<file path="config.mk">
export PLATFORM = sky130hd
export DESIGN_NAME = seq_pattern_detector
export DESIGN_NICKNAME = d
export VERILOG_FILES = /design/src/rtl/seq_pattern_detector_pkg.sv /design/src/rtl/seq_pattern_detector_sat_counter.sv /design/src/rtl/seq_pattern_detector.sv
export SDC_FILE = /design/constraint.sdc
export NUM_CORES = 1
export LEC_CHECK = 0
export ABC_AREA = 0
export BUFFER_PORTS_ARGS = -buffer_cell sky130_fd_sc_hd__buf_4
export CAP_MARGIN = 20
export CELL_PAD_IN_SITES_DETAIL_PLACEMENT = 1
export CELL_PAD_IN_SITES_GLOBAL_PLACEMENT = 1
export CORE_MARGIN = 2
export CORE_UTILIZATION = 43
export DETAILED_ROUTE_END_ITERATION = 12
export PLACE_DENSITY_LB_ADDON = 0.1
export SETUP_SLACK_MARGIN = 0.02
export SKIP_LAST_GASP = 1
export SYNTH_ARGS = -nofsm -noshare
export SYNTH_HDL_FRONTEND = slang
export SYNTH_SLANG_ARGS = --single-unit
</file>
<file path="constraint.sdc">
create_clock -name clock -period 3.4 [get_ports clock]
set_clock_uncertainty 0.2 [all_clocks]
set_input_delay 0.17 -clock clock [delete_from_list [all_inputs] [get_ports clock]]
set_output_delay 0.17 -clock clock [all_outputs]
set_load 0.05 [all_outputs]
</file>
<file path="src/rtl/seq_pattern_detector_pkg.sv">
// Shared constants and helpers for the serial pattern detector.
package seq_pattern_detector_pkg;

  localparam int unsigned MAX_VEC_W = 256;
  localparam int unsigned MAX_PAT_W = 32;

  localparam bit MODE_NON_OVERLAP = 1'b0;
  localparam bit MODE_OVERLAP     = 1'b1;

  function automatic int unsigned clog2(input int unsigned value);
    int unsigned r;
    r = 0;
    if (value > 1) begin
      for (int unsigned v = value - 1; v > 0; v = v >> 1) r++;
    end
    return r;
  endfunction

  // Pattern k of a packed vector of len-bit patterns, zero-extended.
  function automatic logic [MAX_PAT_W-1:0] pat_slice(input logic [MAX_VEC_W-1:0] vec,
                                                     input int unsigned k,
                                                     input int unsigned len);
    logic [MAX_PAT_W-1:0] mask;
    mask = (len >= MAX_PAT_W) ? '1 : ((MAX_PAT_W'(1) << len) - MAX_PAT_W'(1));
    return MAX_PAT_W'(vec >> (k * len)) & mask;
  endfunction

endpackage

</file>
<file path="src/rtl/seq_pattern_detector_sat_counter.sv">
// Saturating up-counter with synchronous clear.
module sat_counter #(
  parameter int unsigned W = 8
) (
  input  logic         clock,
  input  logic         reset_n,
  input  logic         clr,
  input  logic         inc,
  output logic [W-1:0] count
);

  logic [W-1:0] r_count;

  always_ff @(posedge clock or negedge reset_n) begin
    if (!reset_n) begin
      r_count <= '0;
    end else if (clr) begin
      r_count <= '0;
    end else if (inc && (r_count != '1)) begin
      r_count <= r_count + W'(1);
    end
  end

  assign count = r_count;

endmodule

</file>
<file path="src/rtl/seq_pattern_detector.sv">
// Multi-pattern serial detector with fill tracking, overlap mode and per-pattern hit counters.
module seq_pattern_detector
  import seq_pattern_detector_pkg::*;
#(
  parameter int unsigned                PAT_LEN = 3,
  parameter int unsigned                NUM_PAT = 2,
  parameter logic [PAT_LEN*NUM_PAT-1:0] PAT_VEC = {3'b111, 3'b001},
  parameter bit                         OVERLAP = MODE_OVERLAP,
  parameter int unsigned                CNT_W   = 8,
  localparam int unsigned               FILL_W  = clog2(PAT_LEN + 1)
) (
  input  logic                     clock,
  input  logic                     reset_n,
  input  logic                     en,
  input  logic                     clr,
  input  logic                     i,
  output logic [NUM_PAT-1:0]       o,
  output logic                     any_match,
  output logic [NUM_PAT*CNT_W-1:0] hit_cnt,
  output logic [FILL_W-1:0]        fill
);

  localparam int unsigned       HIST_W    = PAT_LEN - 1;
  localparam logic [FILL_W-1:0] FILL_FULL = FILL_W'(PAT_LEN - 1);

  logic [HIST_W-1:0]  r_hist;
  logic [FILL_W-1:0]  r_fill;
  logic [NUM_PAT-1:0] r_o;
  logic               r_any;

  logic [PAT_LEN-1:0] w_window;
  logic               w_full;
  logic [NUM_PAT-1:0] w_match;
  logic               w_any;

  assign w_window = {r_hist, i};
  assign w_full   = (r_fill == FILL_FULL);
  assign w_any    = |w_match;

  for (genvar k = 0; k < NUM_PAT; k++) begin : g_pat
    localparam logic [PAT_LEN-1:0] PAT_K = PAT_LEN'(pat_slice(MAX_VEC_W'(PAT_VEC), k, PAT_LEN));

    // Only a full history window may match; en/clr gate it here so counters see the same pulse.
    assign w_match[k] = en & ~clr & w_full & (w_window == PAT_K);

    sat_counter #(
      .W(CNT_W)
    ) u_cnt (
      .clock  (clock),
      .reset_n(reset_n),
      .clr    (clr),
      .inc    (w_match[k]),
      .count  (hit_cnt[k*CNT_W +: CNT_W])
    );
  end

  always_ff @(posedge clock or negedge reset_n) begin
    if (!reset_n) begin
      r_hist <= '0;
      r_fill <= '0;
      r_o    <= '0;
      r_any  <= 1'b0;
    end else if (clr) begin
      r_hist <= '0;
      r_fill <= '0;
      r_o    <= '0;
      r_any  <= 1'b0;
    end else if (en) begin
      r_hist <= w_window[HIST_W-1:0];
      if (w_any && (OVERLAP == MODE_NON_OVERLAP)) begin
        r_fill <= '0;
      end else if (!w_full) begin
        r_fill <= r_fill + FILL_W'(1);
      end
      r_o   <= w_match;
      r_any <= w_any;
    end else begin
      r_o   <= '0;
      r_any <= 1'b0;
    end
  end

  assign o         = r_o;
  assign any_match = r_any;
  assign fill      = r_fill;

endmodule

</file>
==> flow_summary.yaml, run 1 <==
detailed_routing:
  drtAntennaViolNets: 0
  viasPerCell: 5.699
  avgRoutedWirePerCell_um: 15.20
  drc: 0
  drt_wl_total_mm: 2.630
  first_pass_iters: 3
  vias: 986
  drt_iter0_markers: 8
clock_network:
  cts_setup_buffers: 0
  path_clk_slew_ps: 140
  clock_latency_ps: 320
  numClockSinks: 23
  cts_root_buf: "clkbuf_4"
  cts_resized: 0
  numCtsBuffers: 3
  clockBufferDepth: 2
  htreeDepth: 1
  cts_tree: "yes"
synth:
  synth_cell_types: 31
  syn_nets: 121
  synth_area_leader_cell: "dfrtp_1"
  synth-async-reset-ratio_pct: 100.0
  syn_area_um2: 1132
  yosys_warnings: 0
  yosysMostFrequentCell: "dfrtp_1"
  ys_seq_elements: 23
  synth_cells: 113
  synth_edf_count: 0
  synthFlopType: "dfrtp_1"
  synthTopCellsByArea: "dfrtp_1 (51%), a21oi_1 (4.0%), or3_1 (3.9%)"
  synth_seq_area_share_pct: 50.83
  avgSynthCellArea_um2: 10.02
  synth_common_cells: "dfrtp_1 (23), nor2_1 (10), a21oi_1 (9)"
  synth_top_area_share_pct: 50.83
setup_path:
  rrSetupSlack_ps: 1220
  required_ps: 3450
  slowest_stage: "or4_1"
  slowest_delay_ps: 560
  crit_fanout: 16
  worstReg2RegEnd: "g_pat[0].u_cnt.count[5]$_DFFE_PN0P_"
  cp_cell_sequence: "dlygate4sd3_1, buf_4, and4b_1, o211ai_2, or4_1, a21oi_1"
  r2r_start: "fill[0]$_DFFE_PN0P_"
  startpoint_type: "input pin"
  worst_setup_path_end_kind: "flop"
  critical_path_class: "input pin to flop"
  worstSetupEndpoint: "g_pat[0].u_cnt.count[5]$_DFFE_PN0P_"
  crit_start: "clr"
  rr_worst_depth: 6
  cp.arrival_ps: 2230
power_and_ir_drop:
  power_leakage_uw: 0.0006587
  powerDensity_nw_per_um2: 329.1
  ir_drop_v: 0.0002361
global_routing:
  grt_first_pass_wirelength_mm: 4.443
  overflow: 0
  grt_max_degree: 24
  grt_usage_pct: 18.16
  grt_pass1_vias: 973
  antenna_found_initial: 0
finish:
  register_area_um2: 575.6
  final_area_um2: 1411
  fillers: 294
  fin_nets: 152
  fin_cells: 173
  area_growth_pct: 24.64
  final_util_pct: 56.97
  multi_input_area_um2: 513.0
  drive_gt1_share_pct: 22.38
  antennaDiodeCount: 0
sta:
  drv_slew: 0
  hold_viol_final: 0
  setup_violations: 0
  grt_setup_unrepaired: "false"
  setup_tns_ps: 0
  min_period_ps: 2179
  max-slew-margin-rel_pct: 60.73
  max_freq_mhz: 459.0
  worst_pin_slew_ps: 587.4
  period_share_pct: 64.08
  holdWs_ps: 54.15
status:
  status: "complete, no violations"
place:
  portBuffers: 25
  hpwl_mm: 1.873
  place_inst: 165
  gp_congestion: 0.8009
  place_area_um2: 1344
floorplanning:
  num_io_pins: 26
  die_y_um: 55.32
  die-area_um2: 3060
  start_util_pct: 45.71
  core_area_um2: 2477
  dieWidth_um: 55.32
  rows: 18
job:
  drv_cap: 0
worst_hold_path:
  hp-class: "input pin to asynchronous set/reset pin"
-- repair_timing --
item                                   in CTS  in global routing
setup endpoints to repair                   0                  0
endpoints found under the hold margin      36                  0
hold buffers                                4                  0
-- cells by family after synthesis --
family,Yosys count,synth area share (%)
xor+xnor,2,1.547
fa+ha+maj,3,3.315
mux,4,3.646
simple gates,43,21.33
compound gates,27,15.47
buf+inv,11,3.867
flops,23,50.83
-- cell usage in the layout, fill, tap and decap left out, drive strengths merged --
| cell type | netlist | routed |
|---|---|---|
| nor2b | 1 | 1 |
| nor2 | 10 | 10 |
| buf | 2 | 25 |
| xor2 | 1 | 1 |
| and4 | 2 | 2 |
| inv | 8 | 8 |
| or4 | 3 | 3 |
| dlygate4sd3 | 0 | 4 |
| a21oi | 9 | 9 |
| clkbuf | 1 | 3 |
| ha | 3 | 3 |
| xnor2 | 1 | 1 |
| o311ai | 2 | 2 |
| dfrtp | 23 | 23 |
| or3 | 7 | 7 |
| mux2i | 3 | 3 |
| and3 | 1 | 1 |
| mux2 | 1 | 1 |
| o2111ai | 1 | 1 |
| and4b | 1 | 1 |
| a31oi | 1 | 1 |
| nand3 | 8 | 8 |
| o21ai | 6 | 6 |
| clkinv | 0 | 1 |
| nand2 | 4 | 4 |
| nand2b | 2 | 2 |
| o41ai | 2 | 2 |
| nand4 | 3 | 3 |
| o31ai | 3 | 3 |
| and2 | 1 | 1 |
| o211ai | 3 | 3 |
-- how the worst min path moves through the flow --
stage,start,end,cells past startpoint
final,reset_n,o[1]$_DFF_PN0_,2
after global routing,reset_n,g_pat[1].u_cnt.count[4]$_DFFE_PN0P_,2
after CTS,reset_n,o[1]$_DFF_PN0_,2
after detailed placement,reset_n,o[1]$_DFF_PN0_,1
after global placement,reset_n,o[1]$_DFF_PN0_,1
after floorplan,reset_n,any_match$_DFF_PN0_,0
-- stage by stage --
step                total power (uW)  setup WS (ps)
floorplan                      313.2           1235
global placement               332.2           1341
detailed placement             333.3           1251
CTS                            471.8           1222
global route                   483.1           1094
finish                         464.4           1221
-- final cells by class --
cell class	count	share of cell area, %
repair buffers	29	16.13
clock buffers	3	1.596
flip-flops and latches	23	40.78
well taps	30	2.660
clock inverters	1	0.3546
inverters	8	2.128
multi-input cells	79	36.35
-- registers in the layout, indices dropped and copies added (netlist names) --
signal             count
g_pat.u_cnt.count     16
fill                   2
o                      2
r_hist                 2
any_match              1
-- report_power, final --
part	switching, uW	total (uW)	internal, uW	leakage (uW)
Sequential	3.36	281	278	0.000319
Combinational	32.1	49.7	17.6	0.000322
Clock	89.4	133	44.0	0.0000177
Total	125	464	339	0.000659
-- layer usage --
metal	global-route usage, %	routed length (um)
met4	8.362	40
met2	29.25	1305
met1	24.28	1196
met5	0	0
met3	2.342	88
-- worst max-delay path, delay by kind of cell --
| family | cells | cell delay [ps] |
|---|---|---|
| AND/OR/NAND/NOR | 2 | 890 |
| AO/OA/AOI/OAI | 2 | 440 |
| buffers and inverters | 2 | 740 |
(Power assumes the default switching activity.)
==> run 2: changes to the inputs <==
--- a/config.mk
+++ b/config.mk
@@ -11,7 +11,7 @@
 export CELL_PAD_IN_SITES_DETAIL_PLACEMENT = 1
 export CELL_PAD_IN_SITES_GLOBAL_PLACEMENT = 1
 export CORE_MARGIN = 2
-export CORE_UTILIZATION = 43
+export CORE_UTILIZATION = 36
 export DETAILED_ROUTE_END_ITERATION = 12
 export PLACE_DENSITY_LB_ADDON = 0.1
 export SETUP_SLACK_MARGIN = 0.02
==> constraint.sdc (replaced) <==
create_clock -name clock -period 1.9 [get_ports clock]
set_clock_uncertainty 0.2 [all_clocks]
set_input_delay 0.095 -clock clock [delete_from_list [all_inputs] [get_ports clock]]
set_output_delay 0.095 -clock clock [all_outputs]
set_load 0.05 [all_outputs]
==> run 2 against run 1 <==
The flow now finishes with violations (setup timing). Critical path depth rose by 1. Combinational power rose by 130%. Sequential share of layout area fell by 6.6 points. Register-to-register slack got worse by 1300 ps. Hold slack got worse by 52 ps. Clock power rose by 71%.
==> flow_summary.yaml, run 2 (synthesis results as in run 1) <==
setup_path:
  r2r_start: "fill[0]$_DFFE_PN0P_"
  worst_setup_path_end_kind: "flop"
  startpoint_type: "flop"
  crit_fanout: 5
  cp.arrival_ps: 1920
  critical_path_class: "flop to flop"
  required_ps: 1890
  crit_start: "fill[0]$_DFFE_PN0P_"
floorplanning:
  core_area_um2: 3028
  dieWidth_um: 60.09
  num_io_pins: 26
  die-area_um2: 3610
  rows: 20
  start_util_pct: 37.40
  die_y_um: 60.09
detailed_routing:
  vias: 1070
  drc: 0
  avgRoutedWirePerCell_um: 14.84
  first_pass_iters: 4
  drtAntennaViolNets: 0
  drt_wl_total_mm: 3.057
  viasPerCell: 5.194
  drt_iter0_markers: 65
sta:
  grt_setup_unrepaired: "true"
  worst_pin_slew_ps: 312.1
  max-slew-margin-rel_pct: 78.87
  hold_viol_final: 0
  setup_violations: 4
  max_freq_mhz: 516.6
  setup_ws_ps: -35.92
  drv_slew: 0
  period_share_pct: 101.9
  min_period_ps: 1936
job:
  drv_cap: 0
power_and_ir_drop:
  ir_drop_v: 0.0003140
  power_leakage_uw: 0.0007362
  powerDensity_nw_per_um2: 497.7
  finalPower_uw: 851.9
global_routing:
  overflow: 0
  grt_max_degree: 24
  grt_usage_pct: 17.36
  antenna_found_initial: 0
  grt_pass1_vias: 1049
  grt_first_pass_wirelength_mm: 4.754
finish:
  drive_gt1_share_pct: 44.44
  final_cell_mix: "buf_4 (39), dfrtp_1 (15), dfrtp_2 (8), a21oi_1 (7), nor2_1 (7)"
  mostFrequentLayoutCell: "buf_4"
  area_growth_pct: 51.16
  antennaDiodeCount: 0
  fin_nets: 171
  largest_reg_flops: 16
worst_hold_path:
  hp-class: "input pin to asynchronous set/reset pin"
clock_network:
  numCtsBuffers: 3
  clock_latency_ps: 300
  numClockSinks: 23
  cts_tree: "yes"
  htreeDepth: 1
  cts_root_buf: "clkbuf_4"
  clockBufferDepth: 2
  path_clk_slew_ps: 130
status:
  violations: "setup timing"
  status: "finished, violations left"
place:
  hpwl_mm: 1.896
  preCtsSetupSlack_ps: -74.03
  gp_congestion: 0.7720
  portBuffers: 25
run 2: worst paths after layout:
check	cells past startpoint	slack, ps	to
setup / recovery	7	-40	g_pat[0].u_cnt.count[7]$_DFFE_PN0P_
hold / removal	2	2	g_pat[0].u_cnt.count[5]$_DFFE_PN0P_
setup reg to reg	7	-40	g_pat[0].u_cnt.count[7]$_DFFE_PN0P_
hold reg to reg	1	360	g_pat[0].u_cnt.count[7]$_DFFE_PN0P_
max in group asynchronous	2	1240	fill[0]$_DFFE_PN0P_
min in group clock	1	360	g_pat[0].u_cnt.count[7]$_DFFE_PN0P_
run 2: layer usage:
| metal | vias up | global-route usage, % | wire, um |
|---|---|---|---|
| li1 | 519 | - | - |
| met1 | 535 | 22.68 | 1384 |
| met2 | 14 | 29.19 | 1588 |
| met3 | 2 | 2.597 | 68 |
| met4 | 0 | 5.714 | 17 |
| met5 | - | 0 | 0 |
run 2: area by class of cell:
class                   count  area (um2)
fillers                   339        1316
flip-flops and latches     23       585.6
repair buffers             46       364.1
well taps                  44       55.05
multi-input cells          81       648.1
inverters                   8       32.53
clock buffers               4       26.28
run 2: worst max-delay path, cell delays in order, from the launching register on:
cell and delay [ps]:
dfrtp_2 430, inv_2 80, ha_4 130, and4b_4 290, buf_4 140, o211ai_4 70, o311ai_1 350, o41ai_1 130
run 2: through the flow:
step | hold slack (ps) | instance area, um2 | instances | util [%] | TNS (ps)
after detailed placement | -188.3 | 1426 | 186 | 47.11 | -375.5
after floorplan | -400.6 | 1157 | 113 | - | -148.7
final | 2.467 | 1712 | 206 | 56.53 | -64.26
after global routing | 11.75 | 1712 | 206 | 56.53 | -645.5
after global placement | -188.3 | 1426 | 186 | 47.11 | -14.29
after CTS | 10.02 | 1541 | 197 | 50.91 | -171.9
run 2: what timing repair did:
action,CTS,global route
setup endpoints to repair,14,16
buffers inserted,1,7
gates cloned,0,2
gates resized for setup,4,20
hold buffers,6,0
endpoints found under the hold margin,36,0
pin swaps,0,8
run 2: power breakdown:
part | switching, uW | internal (uW) | total (uW)
registers | 10.2 | 498 | 508
clock network | 146 | 81.8 | 228
logic | 67.2 | 48.9 | 116
==> run 3: changes to the inputs <==
--- a/config.mk
+++ b/config.mk
@@ -5,13 +5,13 @@
 export SDC_FILE = /design/constraint.sdc
 export NUM_CORES = 1
 export LEC_CHECK = 0
-export ABC_AREA = 0
+export ABC_AREA = 1
 export BUFFER_PORTS_ARGS = -buffer_cell sky130_fd_sc_hd__buf_4
 export CAP_MARGIN = 20
 export CELL_PAD_IN_SITES_DETAIL_PLACEMENT = 1
 export CELL_PAD_IN_SITES_GLOBAL_PLACEMENT = 1
 export CORE_MARGIN = 2
-export CORE_UTILIZATION = 36
+export CORE_UTILIZATION = 35
 export DETAILED_ROUTE_END_ITERATION = 12
 export PLACE_DENSITY_LB_ADDON = 0.1
 export SETUP_SLACK_MARGIN = 0.02
==> run 3 against run 2 <==
The run now ends clean. Hold slack gained 330 ps. First-iteration DRC count is 52% lower. Cell count increased by 17%. Area after synthesis rose by 13%. Synthesized cell count rose by 43%. Critical path type is now input pin to flop.
==> flow_summary.yaml, run 3 <==
detailed_routing:
  drc: 0
  drt_wl_total_mm: 3.327
  drt_iter0_markers: 31
  viasPerCell: 5.046
  drtAntennaViolNets: 0
  first_pass_iters: 4
  avgRoutedWirePerCell_um: 13.80
  vias: 1216
setup_path:
  worstReg2RegEnd: "g_pat[1].u_cnt.count[6]$_DFFE_PN0P_"
  r2r_start: "g_pat[1].u_cnt.count[0]$_DFFE_PN0P_"
  worst_setup_path_end_kind: "flop"
  rrSetupSlack_ps: 200
  required_ps: 1950
  cp.arrival_ps: 1820
  critical_path_class: "input pin to flop"
  startpoint_type: "input pin"
  crit_fanout: 24
  rr_worst_depth: 8
sta:
  hold_viol_final: 0
  worst_pin_slew_ps: 316.4
  max_freq_mhz: 563.1
  setup_violations: 0
  period_share_pct: 93.47
  grt_setup_unrepaired: "false"
  min_period_ps: 1776
  drv_slew: 0
  setup_tns_ps: 0
  setup_ws_ps: 124.0
  max-slew-margin-rel_pct: 78.91
  holdWs_ps: 331.3
clock_network:
  clockBufferDepth: 2
  cts_root_buf: "clkbuf_4"
  path_clk_slew_ps: 140
  numClockSinks: 23
  clock_latency_ps: 320
  htreeDepth: 1
  cts_setup_buffers: 0
  cts_tree: "yes"
  numCtsBuffers: 3
synth:
  synth_area_leader_cell: "dfrtp_1"
  synth_edf_count: 0
  synth-async-reset-ratio_pct: 100.0
  synthFlopType: "dfrtp_1"
  synth_common_cells: "nand2_1 (41), nand3_1 (29), dfrtp_1 (23)"
  yosys_warnings: 0
  syn_area_um2: 1279
  ys_seq_elements: 23
  syn_nets: 170
  synth_cell_types: 25
  synth_top_area_share_pct: 45.01
  avgSynthCellArea_um2: 7.893
  synth_cells: 162
  synthTopCellsByArea: "dfrtp_1 (45%), nand2_1 (12%), nand3_1 (11%)"
  yosysMostFrequentCell: "nand2_1"
  synth_seq_area_share_pct: 45.01
finish:
  fin_nets: 204
  antennaDiodeCount: 0
  largest_reg_flops: 16
  drive_gt1_share_pct: 21.03
  area_growth_pct: 25.83
  final_cell_mix: "nand2_1 (41), nand3_1 (29), buf_4 (25), dfrtp_1 (23), nor2_1 (16)"
  mostFrequentLayoutCell: "nand2_1"
global_routing:
  use_met1_pct: 23.30
  grt_usage_pct: 18.33
  grt_pass1_vias: 1315
  use_met3_pct: 2.778
  antenna_found_initial: 0
  grt_first_pass_wirelength_mm: 5.934
  busiest_layer: "met2"
  overflow: 0
  grt_max_degree: 25
  globalRouteMet2Util_pct: 31.12
floorplanning:
  core_area_um2: 3416
  die_y_um: 64.45
  rows: 21
  dieWidth_um: 64.45
  start_util_pct: 37.44
  num_io_pins: 26
  die-area_um2: 4153
job:
  drv_cap: 0
status:
  status: "complete, no violations"
worst_hold_path:
  worstHoldEndpoint: "fill[1]$_DFFE_PN0P_"
  hold_path_startpoint: "clr"
  hp-class: "input pin to flop"
  holdPathStages: 3
place:
  gp_congestion: 0.7607
  hpwl_mm: 2.391
  portBuffers: 25
  preCtsSetupSlack_ps: 124.9
power_and_ir_drop:
  finalPower_uw: 893.6
  ir_drop_v: 0.0002845
  power_leakage_uw: 0.0007838
  powerDensity_nw_per_um2: 555.4
## run 3: changes by cell type after synthesis, moves of 4 or more
cell,delta
nand2_1,+37
nand3_1,+22
a21oi_1,-7
inv_1,+7
nor2_1,+7
or3_1,-7
o21ai_1,+4
## run 3: where the power goes
part / internal (uW) / leakage [uW] / switching, uW
Sequential: 502 / 0.000318 / 10.5
Combinational: 46.7 / 0.000450 / 97.2
Clock: 82.1 / 0.0000150 / 155
Total: 630 / 0.000784 / 263
## run 3: logic make-up (layout without fill, tap and decap cells)
logic type      count (synthesis)  in the layout  synth area share, %
simple gates                   99             99                37.28
fa+ha+maj                       3              3                2.936
xor+xnor                        4              4                2.740
compound gates                 13             13                5.480
flops                          23             23                45.01
buf+inv                        20             53                6.555
## run 3: area by class of cell
type | instances | area (um2)
flip-flops and latches | 23 | 575.6
inverters | 17 | 63.81
well taps | 46 | 57.56
clock buffers | 4 | 26.28
fillers | 434 | 1807
multi-input cells | 119 | 626.9
repair buffers | 32 | 259.0
## run 3: what timing repair did
action | CTS | global route
endpoints found under the hold margin | 30 | 0
endpoints found under the setup margin | 0 | 8
hold buffers | 6 | 0
resized for setup | 0 | 3
## run 3: worst max-delay path: stages
cell	delay, ps
dlygate4sd3_1	530
buf_4	150
inv_2	80
buf_6	220
nand3_1	90
dlygate4sd3_1	570
o21ai_0	80
## run 3: worst max path at each step
stage / start / to / depth (start not counted)
after global placement: g_pat[1].u_cnt.count[0]$_DFFE_PN0P_ / g_pat[1].u_cnt.count[7]$_DFFE_PN0P_ / 8
after global routing: clr / r_hist[0]$_DFFE_PN0P_ / 7
after floorplan: g_pat[0].u_cnt.count[1]$_DFFE_PN0P_ / g_pat[0].u_cnt.count[2]$_DFFE_PN0P_ / 8
final: clr / r_hist[0]$_DFFE_PN0P_ / 7
after CTS: clr / r_hist[0]$_DFFE_PN0P_ / 7
after detailed placement: g_pat[1].u_cnt.count[0]$_DFFE_PN0P_ / g_pat[1].u_cnt.count[6]$_DFFE_PN0P_ / 8
## run 3: stage by stage
stage	utilization [%]	area, um2	std cells
finish	47.11	1609	241
global placement	44.25	1511	231
floorplan	-	1279	162
CTS	46.78	1598	241
detailed placement	44.25	1511	231
global route	47.11	1609	241
## run 3: layer usage
layer / part of all wire, % / up-vias / routed length [um]
met5: 0 / - / 0
met4: 2.5 / 0 / 82
met3: 2.5 / 8 / 83
met2: 49 / 23 / 1636
met1: 46 / 595 / 1525
li1: - / 590 / -
